## src/rtl/ch_inst_sequencer_pkg.sv

```systemverilog
// Shared types and instruction encodings for the channel instruction sequencer.
// Instruction vectors are one-hot; bit order matches the six instruction outputs.
package ch_inst_sequencer_pkg;

   typedef enum logic [3:0] {
      IDLE       = 4'd0,
      ST_PULSE   = 4'd1,
      GAP1       = 4'd2,
      MODE_PULSE = 4'd3,
      GAP2       = 4'd4,
      ARMED      = 4'd5,
      STOP_WAIT  = 4'd6,
      SP_PULSE   = 4'd7,
      GAP3       = 4'd8,
      STOPPED    = 4'd9,
      RO_PULSE   = 4'd10,
      READOUT    = 4'd11
   } ctrl_state_t;

   typedef enum logic [1:0] {
      CMD_NOP     = 2'd0,
      CMD_START   = 2'd1,
      CMD_STOP    = 2'd2,
      CMD_READOUT = 2'd3
   } cmd_t;

   typedef enum logic [1:0] {
      MODE_NONE    = 2'd0,
      MODE_SAMPLE1 = 2'd1,
      MODE_SAMPLE2 = 2'd2,
      MODE_SAMPLE4 = 2'd3
   } mode_t;

   localparam int unsigned NumInst = 6;
   typedef logic [NumInst-1:0] inst_vec_t;

   localparam int unsigned IdxStart   = 0;
   localparam int unsigned IdxStart1  = 1;
   localparam int unsigned IdxStart2  = 2;
   localparam int unsigned IdxStart4  = 3;
   localparam int unsigned IdxStop    = 4;
   localparam int unsigned IdxReadout = 5;

   localparam inst_vec_t InstNone    = 6'b000000;
   localparam inst_vec_t InstStart   = 6'b000001;
   localparam inst_vec_t InstStart1  = 6'b000010;
   localparam inst_vec_t InstStart2  = 6'b000100;
   localparam inst_vec_t InstStart4  = 6'b001000;
   localparam inst_vec_t InstStop    = 6'b010000;
   localparam inst_vec_t InstReadout = 6'b100000;

   function automatic inst_vec_t mode_inst(mode_t mode);
      inst_vec_t v;
      case (mode)
         MODE_SAMPLE1: v = InstStart1;
         MODE_SAMPLE2: v = InstStart2;
         MODE_SAMPLE4: v = InstStart4;
         default:      v = InstNone;
      endcase
      return v;
   endfunction

   function automatic logic mode_valid(mode_t mode);
      return mode != MODE_NONE;
   endfunction

   function automatic logic state_ready(ctrl_state_t s);
      return s inside {IDLE, ARMED, STOP_WAIT, STOPPED};
   endfunction

endpackage

```

## src/rtl/ch_inst_sequencer_sync_2ff.sv

```systemverilog
// Generic two-flop synchronizer for asynchronous level inputs.
// Resets to zero asynchronously so a stale request never survives reset.
module ch_inst_sequencer_sync_2ff #(
   parameter int unsigned Width = 1
) (
   input  logic             clk,
   input  logic             RSTB,
   input  logic [Width-1:0] d,
   output logic [Width-1:0] q
);

   logic [Width-1:0] meta_q;
   logic [Width-1:0] sync_q;

   always_ff @(posedge clk or negedge RSTB) begin
      if (!RSTB) begin
         meta_q <= '0;
         sync_q <= '0;
      end else begin
         meta_q <= d;
         sync_q <= meta_q;
      end
   end

   assign q = sync_q;

endmodule

```

## src/rtl/ch_inst_sequencer.sv

```systemverilog
// Host command sequencer producing flop-driven, mutually exclusive instruction pulses
// for the channel state machines, with delayed auto-stop and trigger-count capture.
module ch_inst_sequencer
   import ch_inst_sequencer_pkg::*;
#(
   parameter int unsigned NUM_CH  = 8,
   parameter int unsigned PULSE_W = 4,
   parameter int unsigned GAP_W   = 2,
   parameter int unsigned DLY_W   = 8
) (
   input  logic                clk,
   input  logic                RSTB,
   input  logic                cmd_valid,
   output logic                cmd_ready,
   input  logic [1:0]          cmd,
   input  logic [1:0]          cmd_mode,
   input  logic                auto_stop,
   input  logic [DLY_W-1:0]    stop_delay,
   input  logic                STOP_REQUEST,
   input  logic [3*NUM_CH-1:0] trig_cnt_flat,
   input  logic                readout_done,
   output logic                INST_START,
   output logic                start1,
   output logic                start2,
   output logic                start4,
   output logic                INST_STOP,
   output logic                INST_READOUT,
   output logic [2:0]          events_max,
   output logic                events_valid,
   output logic [3:0]          seq_state,
   output logic                cmd_err
);

   localparam int unsigned TimeCntW = $clog2(PULSE_W + GAP_W) + 1;
   localparam int unsigned CntW     = (DLY_W > TimeCntW) ? DLY_W : TimeCntW;

   typedef logic [CntW-1:0] cnt_t;

   localparam cnt_t PulseLast = cnt_t'(PULSE_W - 1);
   localparam cnt_t GapLast   = cnt_t'(GAP_W - 1);
   localparam cnt_t CntOne    = cnt_t'(1);

   ctrl_state_t state_q;
   cnt_t        cnt_q;
   mode_t       mode_q;
   inst_vec_t   inst_q;
   logic [2:0]  events_max_q;
   logic        events_valid_q;
   logic        cmd_err_q;
   logic        done_q;

   logic        stop_sync;
   logic        accept;
   cmd_t        cmd_c;
   mode_t       mode_c;
   logic [2:0]  trig_max;

   ch_inst_sequencer_sync_2ff #(
      .Width (1)
   ) u_stop_sync (
      .clk  (clk),
      .RSTB (RSTB),
      .d    (STOP_REQUEST),
      .q    (stop_sync)
   );

   assign cmd_c     = cmd_t'(cmd);
   assign mode_c    = mode_t'(cmd_mode);
   assign cmd_ready = state_ready(state_q);
   assign accept    = cmd_valid && cmd_ready;

   always_comb begin
      trig_max = '0;
      for (int i = 0; i < NUM_CH; i++) begin
         if (trig_cnt_flat[3*i +: 3] > trig_max) begin
            trig_max = trig_cnt_flat[3*i +: 3];
         end
      end
   end

   // One counter times every pulse and gap; STOP_WAIT reuses it for the stop delay.
   always_ff @(posedge clk or negedge RSTB) begin
      if (!RSTB) begin
         state_q        <= IDLE;
         cnt_q          <= '0;
         mode_q         <= MODE_NONE;
         inst_q         <= InstNone;
         events_max_q   <= '0;
         events_valid_q <= 1'b0;
         cmd_err_q      <= 1'b0;
         done_q         <= 1'b0;
      end else begin
         cmd_err_q <= 1'b0;
         unique case (state_q)
            IDLE: begin
               if (accept) begin
                  if (cmd_c == CMD_START && mode_valid(mode_c)) begin
                     state_q <= ST_PULSE;
                     inst_q  <= InstStart;
                     cnt_q   <= PulseLast;
                     mode_q  <= mode_c;
                  end else if (cmd_c != CMD_NOP) begin
                     cmd_err_q <= 1'b1;
                  end
               end
            end
            ST_PULSE: begin
               if (cnt_q == '0) begin
                  state_q <= GAP1;
                  inst_q  <= InstNone;
                  cnt_q   <= GapLast;
               end else begin
                  cnt_q <= cnt_q - CntOne;
               end
            end
            GAP1: begin
               if (cnt_q == '0) begin
                  state_q <= MODE_PULSE;
                  inst_q  <= mode_inst(mode_q);
                  cnt_q   <= PulseLast;
               end else begin
                  cnt_q <= cnt_q - CntOne;
               end
            end
            MODE_PULSE: begin
               if (cnt_q == '0) begin
                  state_q <= GAP2;
                  inst_q  <= InstNone;
                  cnt_q   <= GapLast;
               end else begin
                  cnt_q <= cnt_q - CntOne;
               end
            end
            GAP2: begin
               if (cnt_q == '0) begin
                  state_q <= ARMED;
               end else begin
                  cnt_q <= cnt_q - CntOne;
               end
            end
            ARMED: begin
               // An explicit STOP takes priority over a simultaneous auto-stop.
               if (accept && cmd_c == CMD_STOP) begin
                  state_q <= SP_PULSE;
                  inst_q  <= InstStop;
                  cnt_q   <= PulseLast;
               end else if (accept && cmd_c != CMD_NOP) begin
                  cmd_err_q <= 1'b1;
               end else if (auto_stop && stop_sync) begin
                  if (stop_delay == '0) begin
                     state_q <= SP_PULSE;
                     inst_q  <= InstStop;
                     cnt_q   <= PulseLast;
                  end else begin
                     state_q <= STOP_WAIT;
                     cnt_q   <= cnt_t'(stop_delay);
                  end
               end
            end
            STOP_WAIT: begin
               if ((accept && cmd_c == CMD_STOP) || cnt_q == CntOne) begin
                  state_q <= SP_PULSE;
                  inst_q  <= InstStop;
                  cnt_q   <= PulseLast;
               end else begin
                  cnt_q <= cnt_q - CntOne;
               end
               if (accept && cmd_c != CMD_NOP && cmd_c != CMD_STOP) begin
                  cmd_err_q <= 1'b1;
               end
            end
            SP_PULSE: begin
               if (cnt_q == '0) begin
                  state_q <= GAP3;
                  inst_q  <= InstNone;
                  cnt_q   <= GapLast;
               end else begin
                  cnt_q <= cnt_q - CntOne;
               end
            end
            GAP3: begin
               if (cnt_q == '0) begin
                  state_q        <= STOPPED;
                  events_max_q   <= trig_max;
                  events_valid_q <= 1'b1;
               end else begin
                  cnt_q <= cnt_q - CntOne;
               end
            end
            STOPPED: begin
               if (accept) begin
                  if (cmd_c == CMD_READOUT) begin
                     state_q <= RO_PULSE;
                     inst_q  <= InstReadout;
                     cnt_q   <= PulseLast;
                  end else if (cmd_c == CMD_START && mode_valid(mode_c)) begin
                     state_q        <= ST_PULSE;
                     inst_q         <= InstStart;
                     cnt_q          <= PulseLast;
                     mode_q         <= mode_c;
                     events_valid_q <= 1'b0;
                  end else if (cmd_c != CMD_NOP) begin
                     cmd_err_q <= 1'b1;
                  end
               end
            end
            RO_PULSE: begin
               if (cnt_q == '0) begin
                  state_q <= READOUT;
                  inst_q  <= InstNone;
                  cnt_q   <= GapLast;
                  done_q  <= 1'b0;
               end else begin
                  cnt_q <= cnt_q - CntOne;
               end
            end
            READOUT: begin
               // A done seen early is held so the post-readout gap is still honoured.
               if (cnt_q != '0) begin
                  cnt_q <= cnt_q - CntOne;
               end
               if ((done_q || readout_done) && cnt_q == '0) begin
                  state_q        <= IDLE;
                  events_valid_q <= 1'b0;
                  done_q         <= 1'b0;
               end else if (readout_done) begin
                  done_q <= 1'b1;
               end
            end
            default: begin
               state_q <= IDLE;
               inst_q  <= InstNone;
               cnt_q   <= '0;
            end
         endcase
      end
   end

   assign INST_START   = inst_q[IdxStart];
   assign start1       = inst_q[IdxStart1];
   assign start2       = inst_q[IdxStart2];
   assign start4       = inst_q[IdxStart4];
   assign INST_STOP    = inst_q[IdxStop];
   assign INST_READOUT = inst_q[IdxReadout];
   assign events_max   = events_max_q;
   assign events_valid = events_valid_q;
   assign seq_state    = state_q;
   assign cmd_err      = cmd_err_q;

endmodule

```

## config.mk

```make
export PLATFORM = sky130hd
export DESIGN_NAME = ch_inst_sequencer
export DESIGN_NICKNAME = d
export VERILOG_FILES = /design/src/rtl/ch_inst_sequencer_pkg.sv /design/src/rtl/ch_inst_sequencer_sync_2ff.sv /design/src/rtl/ch_inst_sequencer.sv
export SDC_FILE = /design/constraint.sdc
export NUM_CORES = 1
export LEC_CHECK = 0
export ABC_AREA = 1
export BUFFER_PORTS_ARGS = -buffer_cell sky130_fd_sc_hd__buf_2
export CAP_MARGIN = 20
export CORE_ASPECT_RATIO = 1.5
export CORE_MARGIN = 2
export CORE_UTILIZATION = 45
export DETAILED_ROUTE_END_ITERATION = 10
export GPL_TIMING_DRIVEN = 0
export PLACE_DENSITY = 0.72
export SLEW_MARGIN = 20
export SYNTH_ARGS = -nofsm -noshare
export SYNTH_HDL_FRONTEND = slang
export SYNTH_SLANG_ARGS = --single-unit
```

## constraint.sdc

```tcl
create_clock -name clk -period 3.81 [get_ports clk]
set_input_delay 0.381 -clock clk [delete_from_list [all_inputs] [get_ports clk]]
set_output_delay 0.381 -clock clk [all_outputs]
set_load 0.02 [all_outputs]
```

# Word-level counts from Yosys, hierarchy flattened
# Cells that the tools add are included.
# op_classes
n_bitwise	1
n_reduce_logical	29
mux	77
n_addsub	1
n_eq_ne	39
order_cmp	8
# ops
cell	n
8-bit two-way mux	13
6-bit two-way mux	11
4-bit two-way mux	16
8-bit case mux with 8 select lines	1
4-bit case mux with 12 select lines	1
6-bit case mux with 7 select lines	1
2-bit inequality test (second input constant)	14
3-bit two-way mux	8
3-bit greater-than comparator	7
1-bit two-way mux	17
4-bit by 3-bit == test with 1-bit output (second input constant)	4
4-bit == test (second input constant)	4
8-bit zero test	2
13-bit AND reduction	1
4-bit case mux with 3 select lines	1
6-bit AND reduction	2
9-bit AND reduction	1
2-bit == test (second input constant)	4
4-bit by 2-bit == test with 1-bit output (second input constant)	2
8-bit by 1-bit == test with 1-bit output (second input constant)	1
2-bit two-way mux	4
2-bit nonzero test	4
8-bit nonzero test	1
8-bit by 1-bit subtractor with 8-bit output (second input constant)	1
other kinds (22)	34
# totals
word_cells	165
register_bits	28
output_inout_bits	16
in_bits	42

# Depth between registers and ports, before layout
# Gate-level depths: netlist (run 1).
# depth
ltp_word	16
ltp_mapped	58

# Hierarchy
# Synthesis (run 1) repeated with hierarchy kept, for this count alone.
# unflattened
hier_cells	414
hier_area_um2	2819.0
# by_module_without_submodules
mod	area_per_inst_um2	seq_area_each_um2	cells_per_inst	n_inst
ch_inst_sequencer	2768.9	650.6	412	1
ch_inst_sequencer_sync_2ff	50.0	50.0	2	1

# Least setup slack after synthesis (run 1)
# No wires, ideal clock.
# synth_path
kind	in2reg
from	input trig_cnt_flat[2]
to	register events_max_q[0], in the netlist events_max[0]
setup_slack_ns	-2.643
arrival_time_ns	6.337
stages	52
path_cell_list	inv_1 > ha_1 > a21oi_1 > nand2_1 > nand2_1 > nand2_1 > ha_1 > nand3b_1 > nand3_1 > nand2_1 > nand3_1 > nand2_1 > inv_1 > ha_1 > nand2_1 > nor2_1 > nor2_1 > nand2_1 > [16 not listed] > or2_2 > nand2_1 > ha_1 > a31oi_1 > nand2_1 > inv_1 > a31oi_1 > inv_1 > nand3_1 > and2_1 > ha_1 > nand2_1 > o21ai_0 > nand2_1 > o21ai_0 > inv_1 > nand2_1 > nand2_1
# synth_via
elab_chain_len	16
# synth_rtl
item	line	rtl
start, declared	ch_inst_sequencer.sv:20	input logic [3*NUM_CH-1:0] trig_cnt_flat,
3-bit by 1-bit greater-than comparator with 1-bit output	ch_inst_sequencer.sv:75	if (trig_cnt_flat[3*i +: 3] > trig_max) begin
3-bit two-way mux (*)	ch_inst_sequencer.sv:75	
3-bit greater-than comparator	ch_inst_sequencer.sv:75	
3-bit two-way mux (*)	ch_inst_sequencer.sv:75	
3-bit greater-than comparator	ch_inst_sequencer.sv:75	
3-bit two-way mux (*)	ch_inst_sequencer.sv:75	
3-bit greater-than comparator	ch_inst_sequencer.sv:75	
3-bit two-way mux (*)	ch_inst_sequencer.sv:75	
3-bit greater-than comparator	ch_inst_sequencer.sv:75	
3-bit two-way mux (*)	ch_inst_sequencer.sv:75	
3-bit greater-than comparator	ch_inst_sequencer.sv:75	
3-bit two-way mux (*)	ch_inst_sequencer.sv:75	
3-bit greater-than comparator	ch_inst_sequencer.sv:75	
3-bit two-way mux (*)	ch_inst_sequencer.sv:75	
3-bit greater-than comparator	ch_inst_sequencer.sv:75	
3-bit two-way mux (*)	ch_inst_sequencer.sv:75	
end signal, assigned	ch_inst_sequencer.sv:184	events_max_q <= trig_max;
end, declared	ch_inst_sequencer.sv:47	logic [2:0] events_max_q;
# Mark *: on every way between the ends. The rest lies on a longest branch, timed or not.
# A chain may end at the register's enable or synchronous reset.

# Worst setup path after layout (run 1)
# layout_path
from	input trig_cnt_flat[2]
to	register events_max_q[2], in the netlist events_max[2]
# The elaborated chain is that of the path after synthesis.

==> results of run 1 <==
==> cells in the mapped netlist, drive strengths merged <==
master | number | area [um2]
xor2 | 4 | 35.0
inv | 63 | 239
xnor2 | 2 | 17.5
a21oi | 20 | 111
nor2 | 41 | 201
o22ai | 1 | 6.26
dfrtp | 28 | 701
o21a | 1 | 7.51
nand3 | 47 | 270
nand2 | 116 | 465
nand3b | 3 | 22.5
buf | 1 | 11.3
nand4 | 2 | 12.5
clkbuf | 1 | 3.75
a32oi | 3 | 26.3
nor4 | 2 | 12.5
ha | 24 | 300
nor3 | 7 | 40.0
a22oi | 1 | 7.51
and2 | 7 | 43.8
o21ai | 32 | 183
a31oi | 4 | 25.0
nor3b | 1 | 7.51
or2 | 3 | 18.8
or3 | 1 | 6.26
==> how the worst max path moves through the flow <==
stage	start	end	slack (ns)	cells past startpoint
after global placement	trig_cnt_flat[2]	events_max[1]	-2.92	54
after global routing	trig_cnt_flat[2]	events_max[2]	-3.19	54
after floorplan	trig_cnt_flat[2]	events_max[0]	-2.29	53
after CTS	trig_cnt_flat[0]	events_max[2]	-2.43	51
after detailed placement	trig_cnt_flat[2]	events_max[2]	-3.08	54
final	trig_cnt_flat[2]	events_max[2]	-2.78	54
==> through the flow <==
step	TNS, ns	hold WS [ns]
after floorplan	-6.85	0.0854
after global placement	-8.75	0.332
after detailed placement	-9.22	0.336
after CTS	-7.29	0.123
after global routing	-9.49	0.151
final	-8.30	0.0918
==> worst max-delay path: cells and delay by family <==
kind	cells	cell delay (ns)
compound gates	6	0.74
fa+ha+maj	6	1.44
buf+inv	14	1.35
simple gates	28	2.84
==> final cells by class <==
type                       instances  share of cell area
multi-input combinational        322               0.577
sequential                        28               0.173
timing repair buffer              94               0.143
inverter                          63              0.0632
tap                               74              0.0228
clock buffer                       3              0.0102
clock inverter                     1             0.00740
buffer                             2             0.00370
==> cells by family (layout without fill, tap and decap cells) <==
family,Yosys count,after routing,synth area share
AO/OA/AOI/OAI,62,62,0.132
AND/OR/NAND/NOR,230,230,0.397
flip-flops,28,28,0.252
XOR/XNOR,6,6,0.0189
adder cells (fa/ha/maj),24,24,0.108
buffers and inverters,65,163,0.0915
==> repair_timing <==
item | CTS | global route
hold buffers | 0 | 0
setup buffers | 25 | 12
pin swaps | 44 | 51
setup endpoints to repair | 3 | 3
resized for setup | 40 | 53
==> layer usage <==
metal | up-vias | GRT usage
met5 | - | 0
met4 | 0 | 0.0846
met3 | 23 | 0.0359
met2 | 88 | 0.449
met1 | 1423 | 0.206
li1 | 1552 | -
==> flip-flops by register name, indices dropped and copies added, names as in the netlist <==
register / count
cnt_q: 8
inst_q: 6
seq_state: 4
events_max: 3
mode_q: 2
cmd_err: 1
done_q: 1
events_valid: 1
u_stop_sync.meta_q: 1
u_stop_sync.q: 1
==> power by group <==
part | switching, uW | total, uW | internal, uW
clock network | 103 | 244 | 141
logic | 1750 | 3160 | 1410
registers | 107 | 511 | 405
==> flow_summary.toml, run 1 <==
[run_status]
status = "finished with violations"
failed_checks = "setup timing"

[synth]
yosys_warnings = 0
syn_nets = 481
yosysUniqueCellTypes = 37
avgSynthCellArea_um2 = 6.69
syn-cell-area_um2 = 2780
synth_seq_cells = 28
yosysSeqAreaShare = 0.252
postSynthCellCount = 415

[pwr]
vdd_drop_max_mv = 0.858
p_total_uw = 3920
power.density_nw_per_um2 = 966
p_leak_uw = 0.00211

[global_routing]
grt_pass1_wl_um = 11900
grt_usage = 0.222
antenna_found_initial = 0
gr-total-overflow = 0
first_global_vias = 2997
grt_max_degree = 29

[route]
wl_per_cell_um = 13.8
drt-vias-per-instance = 5.26
met1Wirelength_um = 3020
drtIter0Drc = 163
drc = 0
wl_met2_um = 4430
postRouteAntennaNets = 0
drt-total-wl_um = 8110
vias = 3086
met3_length_um = 384
topRoutingLayerUsed = "met4"
firstDrtPassIters = 4

[finish]
diodes = 0
drive_gt1_frac = 0.429
synthToLayoutAreaGrowth_pct = 46.3
layout_commonest_cell = "nand2_1"
mostFrequentLayoutCells = "85 x nand2_1, 55 x buf_2, 47 x inv_1"
post-route-util = 0.672
num-fill-cells = 489
instances_no_fill = 587
multiInputGateArea_um2 = 2340
fin_area_um2 = 4060
regArea_um2 = 701
final_net_count = 580

[worst_setup_path]
worstReg2RegStart = "seq_state[0]"
arrival_ns = 6.78
start_kind = "input port"
crit_top_cell = "buf_4"
crit_fanout = 6
rr_endpoint = "inst_q[1]"
cpPeakStageDelay_ns = 0.26
critPathKind = "input port to flip-flop"
reg2regPathDepth = 13
reg2reg_setup_slack_ns = 1.57
crit_path_end_kind = "flip-flop"
required_ns = 4.00
crit_slowest_cell = "ha_4"

[clock_tree]
cts_htree_levels = 1
cts_tree = "done"
cts_sinks = 28
max-clock-path-buffers = 2
cts.clk_slew.worst_paths_ns = 0.10
cts_root_buf = "clkbuf_8"
clock_latency_ns = 0.29
cts_made_buffers = 3

[placed_design]
place_inst = 546
placed_cell_area_um2 = 3280
globalplace.congestion = 0.864
dp_slack_ns = -3.08
dp_hpwl_um = 5440
place.port_buffers = 57

[sta]
fin_ws_ns = -2.78
worst_slew_pin_slew_ns = 0.645
relSlewSlack = 0.568
max_freq_mhz = 152
finalSetupViolCount = 3
period_share = 1.73
fin_skew_ns = 0.00615
drv_slew = 0
finalHoldViolations = 0
rsz0062_at_grt = "yes"
period_minus_slack_ns = 6.59

[floorplan]
die_w_um = 68.1
core_um2 = 6040
start_util = 0.459
num_io_pins = 58
rows = 35
die_area_um2 = 6820
fp.dieH_um = 100

[min_path]
hold_path_class = "input port to asynchronous set/reset pin"

[job]
cap_violations = 0
No activity file was read; power rests on OpenSTA's default activity.
==> run 2, diff against run 1 <==
--- a/config.mk
+++ b/config.mk
@@ -10,10 +10,11 @@
 export CAP_MARGIN = 20
 export CORE_ASPECT_RATIO = 1.5
 export CORE_MARGIN = 2
-export CORE_UTILIZATION = 45
+export CORE_UTILIZATION = 23
 export DETAILED_ROUTE_END_ITERATION = 10
 export GPL_TIMING_DRIVEN = 0
-export PLACE_DENSITY = 0.72
+export MAX_ROUTING_LAYER = met4
+export PLACE_DENSITY = 0.44
 export SLEW_MARGIN = 20
 export SYNTH_ARGS = -nofsm -noshare
 export SYNTH_HDL_FRONTEND = slang
==> flow_summary.toml, run 2 (synthesis results as in run 1) <==
[route]
postRouteAntennaNets = 0
drtIter0Drc = 121
wl_per_cell_um = 13.0
drc = 0
vias = 3004
firstDrtPassIters = 4
drt-vias-per-instance = 4.53
drt-total-wl_um = 8590

[finish]
multiInputGateArea_um2 = 2290
mostFrequentLayoutCells = "85 x nand2_1, 55 x buf_2, 47 x inv_1"
fin_area_um2 = 4110
instances_no_fill = 663
final_net_count = 577
layout_commonest_cell = "nand2_1"
regArea_um2 = 701
num-fill-cells = 1311
drive_gt1_frac = 0.416
diodes = 0
largest_register_ff_count = 8
largest_register = "cnt_q"
synthToLayoutAreaGrowth_pct = 48.2

[min_path]
hold_path_class = "input port to asynchronous set/reset pin"

[sta]
relSlewSlack = 0.527
max_freq_mhz = 157
period_minus_slack_ns = 6.39
fin_skew_ns = 0.00221
finalSetupViolCount = 3
drv_slew = 0
finalHoldViolations = 0
worst_slew_pin_slew_ns = 0.710
rsz0062_at_grt = "yes"
period_share = 1.68
fin_ws_ns = -2.58

[global_routing]
first_global_vias = 3080
grt_usage = 0.136
grt_pass1_wl_um = 14000
grt_max_degree = 29
antenna_found_initial = 0
gr-total-overflow = 0

[floorplan]
core_um2 = 11900
die_area_um2 = 13000
fp.dieH_um = 139
rows = 49
start_util = 0.233
die_w_um = 93.7
num_io_pins = 58

[clock_tree]
cts_sinks = 28
cts_htree_levels = 1
ctsHoldBuffers = 0
cts.clk_slew.worst_paths_ns = 0.07
cts_made_buffers = 3
cts_tree = "done"
max-clock-path-buffers = 2
cts_root_buf = "clkbuf_16"
clock_latency_ns = 0.27

[worst_setup_path]
required_ns = 3.98
crit_path_end_kind = "flip-flop"
start_kind = "input port"
reg2reg_setup_slack_ns = 1.55
arrival_ns = 6.56
critPathKind = "input port to flip-flop"
crit_top_cell = "buf_4"
reg2regPathDepth = 12
crit_slowest_cell = "or2_4"
rr_endpoint = "inst_q[3]"
crit_fanout = 6
worstReg2RegStart = "cnt_q[5]"
cpPeakStageDelay_ns = 0.27

[placed_design]
globalplace.congestion = 0.814
dp_hpwl_um = 6580
place.port_buffers = 57
placed_cell_area_um2 = 3370
place_inst = 625
dp_slack_ns = -3.13

[pwr]
p_leak_uw = 0.00209
vdd_drop_max_mv = 0.465
power.density_nw_per_um2 = 946

[run_status]
failed_checks = "setup timing"
status = "finished with violations"

[job]
cap_violations = 0
[run 2: final cells by class]
class	count	share of cell area
plain buffers	2	0.00365
clock buffers	3	0.0183
clock inverters	1	0.00730
inverters	63	0.0618
multi-input cells	322	0.557
flip-flops and latches	28	0.170
well taps	153	0.0466
repair buffers	91	0.135
[run 2: worst max path at each step]
stage / start / to / slack [ns] / cells past startpoint
after floorplan: trig_cnt_flat[2] / events_max[0] / -2.29 / 53
after global placement: trig_cnt_flat[2] / events_max[0] / -3.01 / 54
after detailed placement: trig_cnt_flat[2] / events_max[0] / -3.13 / 54
after CTS: trig_cnt_flat[2] / events_max[0] / -2.51 / 54
after global routing: trig_cnt_flat[2] / events_max[0] / -3.02 / 54
final: trig_cnt_flat[2] / events_max[1] / -2.58 / 55
[run 2: power breakdown]
group	total [uW]	internal, uW	leakage (uW)	switching, uW
registers	515	405	0.000349	110
clock network	327	210	0.0000511	117
logic	3050	1350	0.00169	1690
total	3890	1970	0.00209	1920
[run 2: through the flow]
stage	setup TNS (ns)	power, uW	hold WS, ns	utilization
2_1_floorplan	-6.85	2220	0.0854	-
6_report	-7.72	3890	0.147	0.346
3_5_place_dp	-9.34	2750	0.338	0.284
3_3_place_gp	-9.02	2710	0.335	0.284
4_1_cts	-7.53	3700	0.185	0.327
5_1_grt	-9.02	4290	0.211	0.346
[run 2: repair_timing]
item                       CTS  global route
buffers inserted            27             7
pin swaps                   42            33
gates resized for setup     46            35
setup endpoints to repair    3             3
[run 2: critical path: cells and delay by family]
kind / cells / cell delay [ns]
simple gates: 29 / 2.67
compound gates: 5 / 0.69
fa+ha+maj: 6 / 1.32
buf+inv: 15 / 1.50
[run 2: layer usage]
| layer | global-route usage | up-vias | wire length (um) |
|---|---|---|---|
| met2 | 0.266 | 51 | 4890 |
| li1 | - | 1546 | - |
| met3 | 0.0152 | 10 | 282 |
| met1 | 0.136 | 1397 | 3280 |
| met4 | 0.0442 | 0 | 130 |
| met5 | - | - | 0 |
==> run 3, diff against run 2 <==
--- a/config.mk
+++ b/config.mk
@@ -10,11 +10,11 @@
 export CAP_MARGIN = 20
 export CORE_ASPECT_RATIO = 1.5
 export CORE_MARGIN = 2
-export CORE_UTILIZATION = 23
+export CORE_UTILIZATION = 35
 export DETAILED_ROUTE_END_ITERATION = 10
 export GPL_TIMING_DRIVEN = 0
 export MAX_ROUTING_LAYER = met4
-export PLACE_DENSITY = 0.44
+export PLACE_DENSITY = 0.59
 export SLEW_MARGIN = 20
 export SYNTH_ARGS = -nofsm -noshare
 export SYNTH_HDL_FRONTEND = slang
==> flow_summary.toml, run 3 (synthesis results as in run 1) <==
[clock_tree]
cts_tree = "done"
cts.clk_slew.worst_paths_ns = 0.08
cts_sinks = 28
cts_made_buffers = 3
cts_htree_levels = 1
cts_root_buf = "clkbuf_16"
max-clock-path-buffers = 2
clock_latency_ns = 0.27
ctsHoldBuffers = 0

[placed_design]
dp_hpwl_um = 5780
dp_slack_ns = -3.12
globalplace.congestion = 0.841
place.port_buffers = 57

[worst_setup_path]
critPathKind = "input port to flip-flop"
crit_slowest_cell = "ha_4"
crit_path_end_kind = "flip-flop"
cpPeakStageDelay_ns = 0.27
reg2regPathDepth = 13
crit_fanout = 6
crit_family = "simple AND/OR/NAND/NOR gates"
required_ns = 3.98
worst-path-buf-inv = 16
arrival_ns = 6.68
start_kind = "input port"
rr_endpoint = "inst_q[2]"
worstReg2RegStart = "seq_state[3]"
crit_top_cell = "buf_4"
reg2reg_setup_slack_ns = 1.60

[finish]
largest_register_ff_count = 8
regArea_um2 = 701
drive_gt1_frac = 0.445
diodes = 0
final_net_count = 591
multiInputGateArea_um2 = 2390
mostFrequentLayoutCells = "83 x nand2_1, 54 x buf_2, 47 x inv_1"
post-route-util = 0.558
synthToLayoutAreaGrowth_pct = 54.0
largest_register = "cnt_q"
num-fill-cells = 724
layout_commonest_cell = "nand2_1"

[global_routing]
gr-total-overflow = 0
grt_usage = 0.191
grt_max_degree = 29
antenna_found_initial = 0
first_global_vias = 3069
grt_pass1_wl_um = 13400

[route]
drtIter0Drc = 90
vias = 3117
firstDrtPassIters = 4
wl_per_cell_um = 13.4
drt-vias-per-instance = 4.98
postRouteAntennaNets = 0
drt-total-wl_um = 8410
drc = 0

[min_path]
hold_path_class = "input port to asynchronous set/reset pin"

[sta]
max_freq_mhz = 154
period_minus_slack_ns = 6.51
finalSetupViolCount = 3
fin_skew_ns = 0.00969
finalHoldViolations = 0
fin_ws_ns = -2.70
rsz0062_at_grt = "yes"
worst_slew_pin_slew_ns = 0.667
drv_slew = 0
period_share = 1.71
relSlewSlack = 0.553

[floorplan]
die_w_um = 76.7
fp.dieH_um = 113
num_io_pins = 58
rows = 39
start_util = 0.362
core_um2 = 7660
die_area_um2 = 8670

[run_status]
failed_checks = "setup timing"
status = "finished with violations"

[pwr]
vdd_drop_max_mv = 0.969
p_leak_uw = 0.00219
power.density_nw_per_um2 = 1000

[job]
cap_violations = 0
## run 3: worst reg2reg max path, cell delays in order, from the launching register on
cell     delay (ns)
dfrtp_1        0.45
inv_2          0.09
nand2_2        0.11
nor2_2         0.26
nor2_2         0.11
a21oi_4        0.21
nand3_4        0.16
nand3_2        0.12
nand2_1        0.11
inv_2          0.13
nand3_4        0.09
buf_6          0.16
nand2_2        0.07
o21ai_2        0.04
## run 3: where the power goes
group	total, uW	internal [uW]	switching (uW)
Combinational	3460	1620	1840
Clock	320	210	111
Sequential	510	406	104
## run 3: how the worst max path moves through the flow
stage / from / end / slack (ns) / cells after the start
4_1_cts: trig_cnt_flat[2] / events_max[2] / -2.56 / 54
5_1_grt: trig_cnt_flat[2] / events_max[1] / -3.11 / 56
3_3_place_gp: trig_cnt_flat[2] / events_max[0] / -2.96 / 54
3_5_place_dp: trig_cnt_flat[2] / events_max[2] / -3.12 / 54
6_report: trig_cnt_flat[2] / events_max[2] / -2.70 / 57
2_1_floorplan: trig_cnt_flat[2] / events_max[0] / -2.29 / 53
## run 3: what timing repair did
action	4_1_cts	5_1_grt
resized for setup	48	56
cloned	0	0
setup buffers	37	11
pin swaps	42	53
setup endpoints to repair	3	3
## run 3: metal layers
| layer | share of wire | global-route usage | up-vias |
|---|---|---|---|
| met2 | 0.55 | 0.375 | 73 |
| met1 | 0.40 | 0.194 | 1448 |
| met5 | 0 | - | - |
| met3 | 0.031 | 0.0191 | 18 |
| li1 | - | - | 1578 |
| met4 | 0.024 | 0.0630 | 0 |
## run 3: area by class of cell
| cell class | instances | area share |
|---|---|---|
| multi-input cells | 322 | 0.560 |
| plain buffers | 2 | 0.00351 |
| flip-flops and latches | 28 | 0.164 |
| clock buffers | 3 | 0.0176 |
| repair buffers | 105 | 0.159 |
| clock inverters | 1 | 0.00703 |
| inverters | 63 | 0.0594 |
| well taps | 102 | 0.0299 |
## run 3: metrics by stage
stage | total power (uW) | setup TNS (ns) | instances | hold WS (ns) | area (um2)
floorplan | 2220 | -6.85 | 415 | 0.0854 | 2900
finish | 4290 | -8.10 | 626 | 0.121 | 4270
CTS | 3890 | -7.66 | 615 | 0.165 | 3920
global route | 4670 | -9.30 | 626 | 0.201 | 4270
detailed placement | 2700 | -9.33 | 574 | 0.340 | 3310
global placement | 2650 | -8.88 | 574 | 0.334 | 3310
